[src/rtl/sys_pkg.sv]
// Shared definitions for the systolic operand feeders: feeder state encoding,
// default array geometry and a lane-slice helper for N*DW packed words.
package sys_pkg;

    localparam int SYS_N  = 4;
    localparam int SYS_DW = 16;

    typedef enum logic [1:0] {
        ST_IDLE  = 2'd0,
        ST_FETCH = 2'd1,
        ST_DRAIN = 2'd2,
        ST_DONE  = 2'd3
    } feed_state_e;

    function automatic logic [SYS_DW-1:0] lane_slice(
        input logic [SYS_N*SYS_DW-1:0] word,
        input int                      lane
    );
        return word[lane*SYS_DW +: SYS_DW];
    endfunction

endpackage

[src/rtl/sys_skew_line.sv]
// Stall-able delay line of DEPTH stages carrying data plus a valid bit.
// DEPTH 0 passes the input straight through.
module sys_skew_line
    import sys_pkg::*;
#(
    parameter int DEPTH = 1,
    parameter int DW    = SYS_DW
) (
    input  logic          clk,
    input  logic          rst_n,
    input  logic          adv,
    input  logic          in_valid,
    input  logic [DW-1:0] in_data,
    output logic          out_valid,
    output logic [DW-1:0] out_data,
    output logic          inner_valid
);

    generate
        if (DEPTH == 0) begin : g_thru
            logic unused_ok;
            assign unused_ok   = ^{clk, rst_n, adv};
            assign out_valid   = in_valid;
            assign out_data    = in_data;
            assign inner_valid = 1'b0;
        end else begin : g_pipe
            logic [DEPTH-1:0] valid_q, valid_d;
            logic [DW-1:0]    data_q [DEPTH];
            logic [DW-1:0]    data_d [DEPTH];

            // Data only moves with a valid element so the lane output holds its last value.
            always_comb begin
                valid_d = valid_q;
                data_d  = data_q;
                if (adv) begin
                    valid_d[0] = in_valid;
                    if (in_valid) begin
                        data_d[0] = in_data;
                    end
                    for (int i = 1; i < DEPTH; i++) begin
                        valid_d[i] = valid_q[i-1];
                        if (valid_q[i-1]) begin
                            data_d[i] = data_q[i-1];
                        end
                    end
                end
            end

            always_ff @(posedge clk or negedge rst_n) begin
                if (!rst_n) begin
                    valid_q <= '0;
                    for (int i = 0; i < DEPTH; i++) begin
                        data_q[i] <= '0;
                    end
                end else begin
                    valid_q <= valid_d;
                    data_q  <= data_d;
                end
            end

            assign out_valid = valid_q[DEPTH-1];
            assign out_data  = data_q[DEPTH-1];

            if (DEPTH > 1) begin : g_inner
                assign inner_valid = |valid_q[DEPTH-2:0];
            end else begin : g_noinner
                assign inner_valid = 1'b0;
            end
        end
    endgenerate

endmodule

[src/rtl/sys_skew_feeder.sv]
// Operand feeder: reads one matrix operand from buffer RAM and streams it, skewed by lane,
// into the edge PEs with full-flag backpressure. SYS_FEEDER_PERF_EN adds a stall_cnt output.
module sys_skew_feeder
    import sys_pkg::*;
#(
    parameter int N  = SYS_N,
    parameter int DW = SYS_DW,
    parameter int AW = 10
) (
    input  logic            clk,
    input  logic            rst_n,
    input  logic            start,
    input  logic [AW-1:0]   base_adr,
    input  logic [7:0]      max_cntr,
    output logic            rd_en,
    output logic [AW-1:0]   rd_adr,
    input  logic [N*DW-1:0] rd_data,
    input  logic [N-1:0]    ff,
    output logic [N*DW-1:0] d_out,
    output logic [N-1:0]    we_out,
    output logic            busy,
    output logic            done
`ifdef SYS_FEEDER_PERF_EN
    ,
    output logic [15:0]     stall_cnt
`endif
);

    feed_state_e     state_q, state_d;
    logic [7:0]      cnt_q, cnt_d;
    logic [7:0]      max_q, max_d;
    logic [AW-1:0]   adr_q, adr_d;
    logic            rd_pend_q, rd_pend_d;
    logic            hold_valid_q, hold_valid_d;
    logic [N*DW-1:0] hold_data_q, hold_data_d;
    logic            s0_valid_q, s0_valid_d;
    logic [N*DW-1:0] s0_data_q, s0_data_d;

    logic            stall;
    logic            adv;
    logic            drain_clear;
    logic [N-1:0]    lane_valid;
    logic [N-1:0]    lane_inner;

    assign stall = |ff;
    assign adv   = ~stall;

    // Safe to leave DRAIN once the only valid elements left sit in the lane output stages and
    // are being emitted this cycle; stage 0 is an output stage only when there is a single lane.
    assign drain_clear = adv && !rd_pend_q && !hold_valid_q &&
                         !((N > 1) && s0_valid_q) && !(|lane_inner);

    assign rd_adr = adr_q;
    assign busy   = (state_q != ST_IDLE);
    assign done   = (state_q == ST_DONE);

    always_comb begin
        state_d = state_q;
        cnt_d   = cnt_q;
        max_d   = max_q;
        adr_d   = adr_q;
        rd_en   = 1'b0;
        case (state_q)
            ST_IDLE: begin
                if (start) begin
                    state_d = ST_FETCH;
                    cnt_d   = '0;
                    max_d   = max_cntr;
                    adr_d   = base_adr;
                end
            end
            ST_FETCH: begin
                if (adv) begin
                    rd_en = 1'b1;
                    adr_d = adr_q + 1'b1;
                    if (cnt_q == max_q) begin
                        state_d = ST_DRAIN;
                    end else begin
                        cnt_d = cnt_q + 8'd1;
                    end
                end
            end
            ST_DRAIN: begin
                if (drain_clear) begin
                    state_d = ST_DONE;
                end
            end
            ST_DONE: begin
                state_d = ST_IDLE;
            end
            default: begin
                state_d = ST_IDLE;
            end
        endcase
    end

    // A word returning into a stalled cycle is parked in the hold register; reads stop while
    // stalled, so the hold slot and a fresh return can never collide.
    always_comb begin
        rd_pend_d    = rd_en;
        hold_valid_d = hold_valid_q;
        hold_data_d  = hold_data_q;
        s0_valid_d   = s0_valid_q;
        s0_data_d    = s0_data_q;
        if (stall) begin
            if (rd_pend_q) begin
                hold_valid_d = 1'b1;
                hold_data_d  = rd_data;
            end
        end else begin
            hold_valid_d = 1'b0;
            s0_valid_d   = hold_valid_q | rd_pend_q;
            if (hold_valid_q) begin
                s0_data_d = hold_data_q;
            end else if (rd_pend_q) begin
                s0_data_d = rd_data;
            end
        end
    end

    always_ff @(posedge clk or negedge rst_n) begin
        if (!rst_n) begin
            state_q      <= ST_IDLE;
            cnt_q        <= '0;
            max_q        <= '0;
            adr_q        <= '0;
            rd_pend_q    <= 1'b0;
            hold_valid_q <= 1'b0;
            hold_data_q  <= '0;
            s0_valid_q   <= 1'b0;
            s0_data_q    <= '0;
        end else begin
            state_q      <= state_d;
            cnt_q        <= cnt_d;
            max_q        <= max_d;
            adr_q        <= adr_d;
            rd_pend_q    <= rd_pend_d;
            hold_valid_q <= hold_valid_d;
            hold_data_q  <= hold_data_d;
            s0_valid_q   <= s0_valid_d;
            s0_data_q    <= s0_data_d;
        end
    end

    genvar gi;
    generate
        for (gi = 0; gi < N; gi++) begin : g_lane
            logic [DW-1:0] lane_data;

            sys_skew_line #(
                .DEPTH (gi),
                .DW    (DW)
            ) u_line (
                .clk         (clk),
                .rst_n       (rst_n),
                .adv         (adv),
                .in_valid    (s0_valid_q),
                .in_data     (s0_data_q[gi*DW +: DW]),
                .out_valid   (lane_valid[gi]),
                .out_data    (lane_data),
                .inner_valid (lane_inner[gi])
            );

            assign d_out[gi*DW +: DW] = lane_data;
            assign we_out[gi]         = lane_valid[gi] & adv;
        end
    endgenerate

`ifdef SYS_FEEDER_PERF_EN
    logic [15:0] stall_cnt_q, stall_cnt_d;

    always_comb begin
        stall_cnt_d = stall_cnt_q;
        if ((state_q == ST_IDLE) && start) begin
            stall_cnt_d = '0;
        end else if (busy && stall && (stall_cnt_q != 16'hFFFF)) begin
            stall_cnt_d = stall_cnt_q + 16'd1;
        end
    end

    always_ff @(posedge clk or negedge rst_n) begin
        if (!rst_n) begin
            stall_cnt_q <= '0;
        end else begin
            stall_cnt_q <= stall_cnt_d;
        end
    end

    assign stall_cnt = stall_cnt_q;
`endif

endmodule

[config.mk]
export PLATFORM = sky130hd
export DESIGN_NAME = sys_skew_feeder
export DESIGN_NICKNAME = d
export VERILOG_FILES = /design/src/rtl/sys_pkg.sv /design/src/rtl/sys_skew_line.sv /design/src/rtl/sys_skew_feeder.sv
export SDC_FILE = /design/constraint.sdc
export NUM_CORES = 1
export LEC_CHECK = 0
export ABC_AREA = 1
export BUFFER_PORTS_ARGS = -buffer_cell sky130_fd_sc_hd__buf_2
export CORE_ASPECT_RATIO = 1.1
export CORE_MARGIN = 1.5
export CORE_UTILIZATION = 57
export CTS_CLUSTER_SIZE = 8
export DETAILED_ROUTE_END_ITERATION = 8
export PLACE_DENSITY_LB_ADDON = 0.05
export SLEW_MARGIN = 20
export SYNTH_ARGS = -nofsm -noshare
export SYNTH_HDL_FRONTEND = slang
export SYNTH_SLANG_ARGS = --single-unit
[constraint.sdc]
create_clock -name clk -period 2.1 [get_ports clk]
set_input_delay 0.63 -clock clk [delete_from_list [all_inputs] [get_ports clk]]
set_output_delay 0.63 -clock clk [all_outputs]
set_load 0.01 [all_outputs]
==> results.cfg <==
[placed_design]
globalplace.congestion = 0.805
placed_cells = 1696
buffer_ports.inserted = 169
placement.setup.worst_slack_ns = -0.0475
placed_area_um2 = 12200
dp_hpwl_um = 14800

[setup_path]
reg2reg_slack_ns = 0.43
worst_r2r_path_depth = 10
max_stage_delay_ns = 0.40
crit_path_launch_type = register
timing.critical_path.mode_cell = sky130_fd_sc_hd__inv_2
r2r_end = rd_adr[2]
worstPathBufferInverterCount = 3
critical_path.cell_chain = inv_2 -> ha_4 -> inv_2 -> nor2_2 -> buf_2
critical_path_required_ns = 1.47
cp_slowest_cell = sky130_fd_sc_hd__dfrtp_1
arrival_ns = 1.41
worstPathMaxFanout = 3
crit_path_end_kind = primary output
critPathTopFamily = flip-flops
reg2reg_from = state_q[1]
timing.setup.critical_path_class = reg -> out

[detailed_routing]
totalWireLength_um = 23300
antenna_left = 0
drt-pass1-iter-count = 5
route.detailed.vias_per_inst = 4.95
iteration_0_drc_markers = 527
via_count = 8634
routedWlPerCell_um = 13.4
remaining_drc_errors = 0

[floorplan]
fp.dieW_um = 137
boundaryPins = 170
placeable_core_area_um2 = 19200
die_extent_in_y_um = 151
die_area_um2 = 20700
initial_core_util = 0.587
fp-row-count = 53

[global_route]
first_pass_grt_wire_length_um = 39700
gr-usage-met3 = 0.0589
grt_use_met1 = 0.318
globalRoute.busiestLayer = met2
grt_usage = 0.240
grt_antenna_before_repair = 2
largest_net_degree_at_the_start_of_global_routing = 129
gr-total-overflow = 0
met2_usage = 0.395
first_global_vias = 8293

[yosys]
yosysSeqAreaShare = 0.572
netlist_instances = 1358
synth_nets = 1454
synth_adder_area_share = 0.00776
syn_avg_cell_area_um2 = 8.31
synth_xor_area_frac = 0.00698
async_reset_ff_frac = 1.00
synth_cell_type_count = 29
post_synth_and_or_nand_nor_area_fraction = 0.229
synth_top_family_by_area = simple AND/OR/NAND/NOR gates
synth.cell_area_um2 = 11300
synth-seq-cells = 258
postSynth.topFlopCell = sky130_fd_sc_hd__dfrtp_1
yosys_warnings = 0
synth-edff-count = 0
post_synth_mux_area_share = 0.00299
synth_compound_gate_area_share = 0.0923

[cts]
tritoncts = done
cts.sinks = 258
htreeDepth = 2
max-clock-path-buffers = 3
numCtsBuffers = 38
clock_insertion_delay_worst_skew_ns = 0.50
clk_pin_slew_worst_paths_ns = 0.05
cts-root-buf = sky130_fd_sc_hd__clkbuf_16

[power_and_ir_drop]
internal_power_mw = 11.9
comb_power_share = 0.257
power_per_cell_area_nw_per_um2 = 1330
power_switching_mw = 5.72
power.ir.vdd_worst_v = 0.000856
swShare = 0.325
share_seq_of_total_power = 0.447
clock_power_share = 0.297
leakage_power_figure_nw = 7.23

[timing]
final.setup.tns_ns = 0
setup_viol_count_final = 0
min_period_over_period = 0.973
grt_setup_unrepaired = true
hold_viol = 0
timing.max_slew.rel_slack = 0.633
worst_slew_pin_slew_ns = 0.549
report.final.slew_viol_count = 0
highest_clock_rate_mhz = 490
skew_ns = 0.00731
final_critical_path_setup_slack_ns = 0.0572
clock_period_minus_final_worst_setup_slack_ns = 2.04

[final_layout]
most-common-layout-cells = 598 x sky130_fd_sc_hd__nand2_1, 256 x sky130_fd_sc_hd__dfrtp_1, 168 x sky130_fd_sc_hd__buf_2
num-nets-final = 1589
mostFrequentLayoutCell = sky130_fd_sc_hd__nand2_1
postLayoutCellArea_um2 = 13200
share_of_cells_above_drive_strength_1 = 0.181
area_delta_synth_final_pct = 17.2
fillers = 1619
post_route_insts_no_fill = 1743

[min_path]
worst_min_delay_path_startpoint = max_cntr[3]
hold_path_class = in -> reg
hold-path-endpoint = max_q[3]
hold_path_depth = 2

[run]
max_cap_viols = 0

[run_status]
status = complete, no violations
==> Yosys cell counts (2+ instances only) <==
cell type / number / area, um2
sky130_fd_sc_hd__a21oi_1: 14 / 70.1
sky130_fd_sc_hd__buf_1: 5 / 18.8
sky130_fd_sc_hd__buf_2: 45 / 225
sky130_fd_sc_hd__buf_4: 38 / 285
sky130_fd_sc_hd__clkbuf_1: 9 / 33.8
sky130_fd_sc_hd__dfrtp_1: 258 / 6460
sky130_fd_sc_hd__ha_1: 7 / 87.6
sky130_fd_sc_hd__inv_1: 105 / 394
sky130_fd_sc_hd__inv_2: 9 / 33.8
sky130_fd_sc_hd__mux2_2: 3 / 33.8
sky130_fd_sc_hd__nand2_1: 599 / 2250
sky130_fd_sc_hd__nand2_2: 5 / 31.3
sky130_fd_sc_hd__nand2_4: 2 / 22.5
sky130_fd_sc_hd__nand3_1: 10 / 50.1
sky130_fd_sc_hd__nand4_1: 8 / 50.1
sky130_fd_sc_hd__nor2_1: 27 / 101
sky130_fd_sc_hd__nor2_2: 6 / 37.5
sky130_fd_sc_hd__nor2_4: 2 / 22.5
sky130_fd_sc_hd__nor3_1: 2 / 10.0
sky130_fd_sc_hd__o21ai_0: 154 / 771
sky130_fd_sc_hd__o21ai_1: 33 / 165
sky130_fd_sc_hd__o22ai_1: 2 / 12.5
sky130_fd_sc_hd__or2_2: 2 / 12.5
sky130_fd_sc_hd__xnor2_1: 5 / 43.8
sky130_fd_sc_hd__xor2_1: 4 / 35.0
==> timing repair <==
item	4_1_cts	5_1_grt
endpoints found under the setup margin	1	2
gates resized for setup	5	2
pin swaps	0	2
hold buffers	1	0
endpoints found under the hold margin	22	0
buffers inserted	2	1
==> worst max-delay path by stage <==
| stage | slack, ns | to | depth (start not counted) | from |
|---|---|---|---|---|
| floorplan | 0.12 | rd_en | 6 | state_q[1] |
| global placement | -0.01 | g_lane[3].u_line.g_pipe.data_q[33] | 8 | ff[3] |
| detailed placement | -0.05 | g_lane[3].u_line.g_pipe.data_q[46] | 8 | ff[3] |
| CTS | 0.004 | rd_en | 5 | state_q[1] |
| global route | -0.01 | rd_en | 5 | state_q[1] |
| finish | 0.06 | rd_en | 5 | state_q[1] |
==> routing by layer <==
metal,part of all wire,up-vias
li1,-,4422
met3,0.058,27
met2,0.48,195
met4,0.015,2
met1,0.45,3988
met5,0.00030,-
==> kinds of logic (layout without fill, tap and decap cells) <==
| kind of cell | Yosys count | after routing |
|---|---|---|
| compound gates | 206 | 206 |
| xor+xnor | 9 | 9 |
| fa+ha+maj | 7 | 7 |
| buf+inv | 212 | 349 |
| flops | 258 | 258 |
| mux | 3 | 3 |
| other cells | 0 | 1 |
| simple gates | 663 | 663 |
==> cell type report <==
class	instances	area, um2	share of cell area
tap	247	309	0.0234
inverter	114	428	0.0324
antenna	1	2.50	0.000189
timing repair buffer	193	1160	0.0880
clock buffer	40	980	0.0741
multi-input combinational	888	3860	0.292
sequential	258	6460	0.489
clock inverter	2	17.5	0.00132
==> power groups by stage <==
stage                     Sequential [mW]  Combinational, mW  Clock, mW
after global routing                 8.11               5.29       5.56
after detailed placement             7.91               4.48          0
final                                7.87               4.52       5.22
after floorplan                      7.82               3.22          0
after CTS                            7.86               4.56       5.35
after global placement               7.87               4.34          0
==> stage by stage <==
stage | power [mW] | hold slack (ns) | util
floorplan | 11.0 | 0.334 | -
global placement | 12.2 | 0.448 | 0.633
detailed placement | 12.4 | 0.453 | 0.633
CTS | 17.8 | 0.352 | 0.687
global route | 19.0 | 0.357 | 0.688
finish | 17.6 | 0.369 | 0.688
==> state kept, by name, summed over array words and instances, names as in the netlist <==
name	flops
cnt_q	8
g_lane.u_line.g_pipe.data_q	48
g_lane.u_line.g_pipe.valid_q	3
g_lane.u_line.out_data	48
hold_data_q	64
hold_valid_q	1
max_q	8
rd_adr	10
rd_pend_q	1
s0_data_q	64
s0_valid_q	1
state_q	2
Power figures use the tool's default switching activity.
